--- config.mk ---
export PLATFORM = sky130hd
export DESIGN_NAME = candidate_match_reader
export DESIGN_NICKNAME = d
export VERILOG_FILES = /design/src/rtl/candidate_match_reader_pkg.sv /design/src/rtl/match_skid_fifo.sv /design/src/rtl/pipe_delay.sv /design/src/rtl/candidate_match_reader.sv
export SDC_FILE = /design/constraint.sdc
export NUM_CORES = 1
export LEC_CHECK = 0
export ABC_AREA = 1
export CORE_UTILIZATION = 56
export CTS_CLUSTER_DIAMETER = 30
export DETAILED_ROUTE_END_ITERATION = 10
export GPL_TIMING_DRIVEN = 1
export MAX_ROUTING_LAYER = met4
export PLACE_DENSITY = 0.79
export RECOVER_POWER = 25
export SLEW_MARGIN = 25
export SYNTH_ARGS = -nofsm -noshare
export SYNTH_HDL_FRONTEND = slang
export SYNTH_HIERARCHICAL = 1
export SYNTH_SLANG_ARGS = --single-unit
--- constraint.sdc ---
create_clock -name clk -period 2.2 [get_ports clk]
set_input_delay 0.22 -clock clk [delete_from_list [all_inputs] [get_ports clk]]
set_output_delay 0.22 -clock clk [all_outputs]
set_load 0.005 [all_outputs]
--- src/rtl/candidate_match_reader_pkg.sv ---
// Shared constants, FSM state type and address helper for the candidate-match reader.
package candidate_match_reader_pkg;
  localparam int MEM_SIZE   = 5;
  localparam int DATA_WIDTH = 12;
  localparam int ADDR_WIDTH = MEM_SIZE + 3;
  localparam int CNT_WIDTH  = MEM_SIZE + 1;

  typedef enum logic [1:0] {IDLE = 2'd0, WAIT = 2'd1, READ = 2'd2} state_e;

  // Memory address: two spare high bits, the page bit, then the entry index.
  function automatic logic [ADDR_WIDTH-1:0] page_addr(input logic page,
                                                      input logic [MEM_SIZE-1:0] idx);
    return {2'b00, page, idx};
  endfunction
endpackage

--- src/rtl/match_skid_fifo.sv ---
// Small synchronous FIFO with occupancy count and synchronous clear; head word shows zero when empty.
module match_skid_fifo #(
  parameter int WIDTH = 12,
  parameter int DEPTH = 4
) (
  input  logic                         clk,
  input  logic                         reset,
  input  logic                         clear,
  input  logic                         push,
  input  logic [WIDTH-1:0]             push_data,
  input  logic                         pop,
  output logic [WIDTH-1:0]             pop_data,
  output logic                         valid,
  output logic [$clog2(DEPTH+1)-1:0]   count
);
  localparam int CW = $clog2(DEPTH + 1);
  localparam int PW = (DEPTH > 1) ? $clog2(DEPTH) : 1;

  logic [WIDTH-1:0] mem [DEPTH];
  logic [PW-1:0]    wr_ptr, rd_ptr;
  logic             do_push, do_pop;

  assign valid    = (count != '0);
  assign pop_data = valid ? mem[rd_ptr] : '0;
  assign do_pop   = pop && valid;
  assign do_push  = push && ((count != CW'(DEPTH)) || do_pop);

  function automatic logic [PW-1:0] next_ptr(input logic [PW-1:0] p);
    return (p == PW'(DEPTH - 1)) ? '0 : p + PW'(1);
  endfunction

  always_ff @(posedge clk) begin
    if (do_push) mem[wr_ptr] <= push_data;
  end

  always_ff @(posedge clk or negedge reset) begin
    if (!reset) begin
      wr_ptr <= '0;
      rd_ptr <= '0;
      count  <= '0;
    end else if (clear) begin
      wr_ptr <= '0;
      rd_ptr <= '0;
      count  <= '0;
    end else begin
      if (do_push) wr_ptr <= next_ptr(wr_ptr);
      if (do_pop)  rd_ptr <= next_ptr(rd_ptr);
      if (do_push && !do_pop)      count <= count + CW'(1);
      else if (!do_push && do_pop) count <= count - CW'(1);
    end
  end
endmodule

--- src/rtl/pipe_delay.sv ---
// Fixed-depth register delay line, reset to zero.
module pipe_delay #(
  parameter int WIDTH = 1,
  parameter int DEPTH = 1
) (
  input  logic             clk,
  input  logic             reset,
  input  logic [WIDTH-1:0] din,
  output logic [WIDTH-1:0] dout
);
  logic [WIDTH-1:0] stages [DEPTH];

  always_ff @(posedge clk or negedge reset) begin
    if (!reset) begin
      for (int i = 0; i < DEPTH; i++) stages[i] <= '0;
    end else begin
      stages[0] <= din;
      for (int i = 1; i < DEPTH; i++) stages[i] <= stages[i-1];
    end
  end

  assign dout = stages[DEPTH-1];
endmodule

--- src/rtl/candidate_match_reader.sv ---
// Reads back the candidate-match page filled in the previous BX and streams it downstream.
// Handshake: a word moves when valid_out && ready_in; data_out is stable while valid_out waits.
module candidate_match_reader
  import candidate_match_reader_pkg::*;
#(
  parameter int RD_LATENCY = 2,
  parameter int TMUX       = 6,
  parameter int FIFO_DEPTH = 4
) (
  input  logic                  clk,
  input  logic                  reset,
  input  logic                  en_proc,
  input  logic [1:0]            start,
  output logic [1:0]            done,
  input  logic [5:0]            number_in,
  output logic [ADDR_WIDTH-1:0] read_add,
  input  logic [DATA_WIDTH-1:0] data_in,
  output logic [DATA_WIDTH-1:0] data_out,
  output logic                  valid_out,
  input  logic                  ready_in,
  output logic                  overflow,
  output state_e                fsm_state
);
  localparam int         FCW          = $clog2(FIFO_DEPTH + 1);
  localparam logic [5:0] PAGE_ENTRIES = 6'(2 ** MEM_SIZE);

  state_e                state, next_state;
  logic [2:0]            bx;
  logic                  page, wait_cnt;
  logic [CNT_WIDTH-1:0]  cnt, idx, clamped;
  logic [RD_LATENCY-1:0] rd_pipe;
  logic [ADDR_WIDTH-1:0] last_add;
  logic                  issue, flush, new_bx, pop;
  logic [FCW-1:0]        fifo_count;
  logic [FCW:0]          used;

  assign flush     = start[1];
  assign new_bx    = start[0] & ~start[1];
  assign clamped   = (number_in > PAGE_ENTRIES) ? CNT_WIDTH'(PAGE_ENTRIES) : CNT_WIDTH'(number_in);
  assign pop       = valid_out & ready_in;
  assign fsm_state = state;

  // Credits: words already queued plus reads still in the memory pipe.
  always_comb begin
    used = (FCW+1)'(fifo_count);
    for (int i = 0; i < RD_LATENCY; i++) used = used + (FCW+1)'(rd_pipe[i]);
  end

  always_ff @(posedge clk or negedge reset) begin
    if (!reset) state <= IDLE;
    else        state <= next_state;
  end

  always_comb begin
    next_state = state;
    if (flush)       next_state = IDLE;
    else if (new_bx) next_state = WAIT;
    else begin
      case (state)
        WAIT:    if (wait_cnt) next_state = (clamped == '0) ? IDLE : READ;
        READ:    if (issue && (idx == cnt - CNT_WIDTH'(1))) next_state = IDLE;
        default: next_state = state;
      endcase
    end
  end

  // A strobe in the same cycle preempts the read that would otherwise issue.
  always_comb begin
    issue    = (state == READ) && en_proc && (start == 2'b00) &&
               (used < (FCW+1)'(FIFO_DEPTH));
    read_add = issue ? page_addr(page, idx[MEM_SIZE-1:0]) : last_add;
  end

  always_ff @(posedge clk or negedge reset) begin
    if (!reset) begin
      bx       <= 3'b111;
      page     <= 1'b0;
      wait_cnt <= 1'b0;
      cnt      <= '0;
      idx      <= '0;
      last_add <= '0;
      overflow <= 1'b0;
      rd_pipe  <= '0;
    end else begin
      overflow <= new_bx && (state != IDLE);
      if (issue) last_add <= read_add;
      rd_pipe  <= flush ? '0 : ((rd_pipe << 1) | RD_LATENCY'(issue));
      if (flush) begin
        bx       <= 3'b111;
        wait_cnt <= 1'b0;
      end else if (new_bx) begin
        bx       <= bx + 3'd1;
        page     <= bx[0];
        wait_cnt <= 1'b0;
      end else if (state == WAIT) begin
        wait_cnt <= 1'b1;
        if (wait_cnt) begin
          cnt <= clamped;
          idx <= '0;
        end
      end else if (issue) begin
        idx <= idx + CNT_WIDTH'(1);
      end
    end
  end

  match_skid_fifo #(.WIDTH(DATA_WIDTH), .DEPTH(FIFO_DEPTH)) u_fifo (
    .clk       (clk),
    .reset     (reset),
    .clear     (flush),
    .push      (rd_pipe[RD_LATENCY-1] & ~flush),
    .push_data (data_in),
    .pop       (pop),
    .pop_data  (data_out),
    .valid     (valid_out),
    .count     (fifo_count)
  );

  pipe_delay #(.WIDTH(2), .DEPTH(TMUX)) u_done (
    .clk   (clk),
    .reset (reset),
    .din   (start),
    .dout  (done)
  );
endmodule
==> summary.txt <==
Timing
  • Max Slew Vio Count: 0
  • Fin crit period: 2.10 ns
  • FMAX: 0.476 GHz
  • Worst slew pin tran: 0.522 ns
  • Final TNS setup: 0 ns
  • Final hold vios: 0
  • Hold slack: 0.352 ns
  • Slew margin rel.: 65.2%
  • RSZ-0062 raised after global routing: no
  • Crit share post-route: 95.6%
  • Setup violators final: 0
  • Clock skew: 0.0120 ns

GRT
  • Vias in the first global route: 3093
  • First-pass GRT wire length: 13.9 mm
  • GRT Util Overall: 22.1%
  • Largest net degree at the start of global routing: 26
  • Initial antenna violation count: 0
  • Total grt overflow: 0

Clock network
  • Total clock sinks: 95
  • H-tree levels: 3
  • CTS buffer count: 9
  • Max Buffers Root-to-Sink: 2
  • Worst-path clk slew: 0.09 ns
  • Clk_lat worst skew: 0.36 ns
  • Root Buffer: clkbuf_8
  • CTS tree: yes

Route
  • First DRT Iteration DRCs: 79
  • Vias per cell: 5.02
  • Routed wl met2: 4.51 mm
  • Routed wl met3: 271 um
  • Drt pass-1 iters: 4
  • Drc violations: 0
  • Vias: 3167
  • Final wirelength: 8.36 mm
  • M1 WL: 3.46 mm
  • Routed len/inst: 13.2 um
  • Top routing layer in use: met4
  • Antenna Nets Post-Route: 0

Logic synthesis
  • Simple-Gate Fraction of Synth Area: 23.2%
  • Main combinational cell family by area after synthesis: simple AND/OR/NAND/NOR gates
  • Count of state elements after synthesis: 95
  • Ys Warns: 6
  • Syn_nets: 493
  • Post-Synth XOR/XNOR Area: 1.15%
  • Post-Synth Adder-Cell Area: 3.73%
  • Post-synthesis sequential area ratio: 57.4%
  • Syn avg cell area: 10.0 um2
  • Synth unique cells: 39
  • Synthesized cell area: 4560 um2
  • Multiplexer area fraction after synthesis: 0.247%
  • Compound-cell area share of the yosys netlist: 6.17%
  • Mapped Cells: 456

Power and ir drop
  • Register share of total power: 55.1%
  • Gate power share: 16.3%
  • Pwr dens: 706 nW/um2
  • Pwr Total: 0.00385 W
  • Peak supply drop: 0.376 mV
  • Internal power: 0.00275 W
  • Leak: 2.44 nW
  • Sw Share: 28.6%
  • Switch Pwr: 0.00110 W
  • Clock power frac: 28.7%

Setup path
  • Critical Path AT: 1.88 ns
  • CP cell instances: inv_2 -> ha_4 -> nand2_1 -> nor2_2 -> nand2_4 -> nor2_8 -> buf_4 -> nor2_1 -> dlygate4sd2_1
  • Critical Path RT: 1.98 ns
  • Critical path peak fanout: 7
  • Crit Path Category: reg2out
  • Crit end category: primary output
  • CP max stage cell: dfrtp_1
  • FF-to-FF path depth: 12
  • Startpoint Class: flop
  • Worst path max stage delay: 0.40 ns

Status
  • Status: complete, no violations

Die
  • Ports: 50
  • Chip Height: 92.2 um
  • FP Rows: 32
  • Core Region: 7810 um2
  • Die width: 92.2 um
  • Initial Util: 58.4%
  • Die ar.: 8510 um2

Run
  • Max Cap Violations: 0

Layout
  • Antenna cells: 0
  • Final instance area: 5460 um2
  • Share of cells above drive strength 1: 21.4%
  • # fillers: 579
  • Nets: 561
  • Synth-to-Final Area Change: 19.7%

Worst hold path
  • WHS Path Cells: 0
  • Worst Hold Class: reg2reg

Placement
  • Hpwl dp: 5.99 mm
  • Global placement routability congestion: 0.848
  • Cell area after placement: 5200 um2
  • # port buffers: 49
-- Yosys cell counts --
| cell | instances | share of area, % |
|---|---|---|
| o21ai_0 | 13 | 1.4 |
| dfrtp_1 | 46 | 25 |
| a21oi_1 | 3 | 0.33 |
| xor2_1 | 4 | 0.77 |
| nor4_1 | 1 | 0.14 |
| mux2_2 | 1 | 0.25 |
| inv_2 | 8 | 0.66 |
| nor2_1 | 27 | 2.2 |
| xnor2_1 | 2 | 0.38 |
| buf_6 | 3 | 0.74 |
| ha_1 | 12 | 3.3 |
| buf_12 | 1 | 0.44 |
| edfxtp_1 | 48 | 32 |
| buf_4 | 4 | 0.66 |
| nor3_4 | 1 | 0.36 |
| nor2_4 | 2 | 0.49 |
| clkinv_1 | 1 | 0.082 |
| nand2_4 | 1 | 0.25 |
| inv_6 | 1 | 0.19 |
| inv_1 | 61 | 5.0 |
| nand4_1 | 5 | 0.69 |
| nor2_8 | 1 | 0.44 |
| nand3_1 | 20 | 2.2 |
| nand3_2 | 12 | 2.6 |
| o21ai_4 | 1 | 0.36 |
| o31ai_1 | 2 | 0.33 |
| or2_0 | 1 | 0.14 |
| fa_1 | 1 | 0.44 |
| dfstp_2 | 1 | 0.58 |
| nor2_2 | 1 | 0.14 |
| nor3_1 | 2 | 0.22 |
| a21boi_0 | 1 | 0.16 |
| buf_2 | 3 | 0.33 |
| a21boi_4 | 1 | 0.41 |
| o22ai_1 | 3 | 0.41 |
| nand2_2 | 24 | 3.3 |
| a21oi_2 | 12 | 2.3 |
| nand2_1 | 121 | 10 |
| o21ai_1 | 4 | 0.44 |
-- metrics by stage --
stage	worst slack, ns	instances	util [%]
2_1_floorplan	0.206	456	-
3_3_place_gp	0.124	610	66.7
3_5_place_dp	0.0401	610	66.7
4_1_cts	-0.00448	630	69.8
5_1_grt	0.000697	631	69.9
6_report	0.0977	631	69.9
-- critical path: cells and delay by family (launching register included) --
kind | cells | cell delay, ns
buf+inv | 3 | 0.55
simple gates | 5 | 0.44
flops | 1 | 0.40
fa+ha+maj | 1 | 0.15
-- cell type report --
| class | instances | area [um2] | area share (%) |
|---|---|---|---|
| sequential | 95 | 2620 | 48.0 |
| timing repair buffer | 68 | 639 | 11.7 |
| multi-input combinational | 279 | 1590 | 29.2 |
| inverter | 71 | 284 | 5.20 |
| tap | 102 | 128 | 2.34 |
| clock buffer | 10 | 138 | 2.52 |
| clock inverter | 6 | 57.6 | 1.05 |
-- power groups by stage --
stage | Clock, W | Combinational, W | Sequential, W
floorplan | 0 | 0.000381 | 0.00212
global placement | 0 | 0.000642 | 0.00215
detailed placement | 0 | 0.000668 | 0.00215
CTS | 0.00114 | 0.000643 | 0.00212
global route | 0.00120 | 0.000712 | 0.00214
finish | 0.00110 | 0.000626 | 0.00212
-- logic make-up after synthesis --
kind of cell / after synthesis
simple gates: 219
buf+inv: 82
xor+xnor: 6
fa+ha+maj: 13
mux: 1
compound gates: 40
flops: 95
-- state kept, by name (all words and copies together), names as in the netlist, 2 cells and up --
name and flops:
fsm_state 2, last_add 8, u_fifo/count 3, rd_pipe 2
u_done/dout 2, u_fifo/mem 48, u_fifo/wr_ptr 2, u_done/stages 10
cnt 6, u_fifo/rd_ptr 2, idx 6
-- cells in the final DEF, fill, tap and decap left out, types with 3 or more instances in the layout --
cell,netlist,final
a21oi_1,3,3
inv_2,8,7
edfxtp_1,48,48
dlygate4sd3_1,0,13
ha_1,12,10
nand4_1,5,5
nor2_1,27,26
nand2_2,24,24
inv_1,61,60
inv_8,0,3
clkdlybuf4s50_1,0,28
buf_4,4,14
o21ai_0,13,10
nand3_1,20,20
nand2_1,121,121
nand3_2,12,12
inv_6,1,4
o21ai_1,4,7
clkbuf_8,0,10
dfrtp_1,46,45
a21oi_2,12,12
clkbuf_2,0,4
o22ai_1,3,3
xor2_1,4,4
-- path summary, 6_finish.rpt --
check / to / start / slack, ns
worst max-delay path: read_add[6] / fsm_state[0] / 0.1
worst min-delay path: u_done/stages[9] / u_done/stages[11] / 0.35
worst max register to register: u_fifo/count[1] / u_fifo/count[0] / 0.13
worst min register to register: u_done/stages[9] / u_done/stages[11] / 0.35
max in group asynchronous: bx[0] / reset / 1.25
min in group asynchronous: cnt[3] / reset / 0.36
-- metal layers --
| metal | vias up | global-route usage (%) |
|---|---|---|
| li1 | 1594 | - |
| met1 | 1503 | 25.3 |
| met2 | 60 | 40.0 |
| met3 | 10 | 2.90 |
| met4 | 0 | 7.55 |
| met5 | - | - |
-- repair_timing --
action / 4_1_cts / 5_1_grt
hold buffers: 1 / 0
endpoints found under the hold margin: 22 / 0
pin swaps: 1 / 2
setup buffers: 3 / 1
cloned: 0 / 0
endpoints found under the setup margin: 20 / 20
gates resized for setup: 20 / 19
Power figures use the tool's default switching activity.
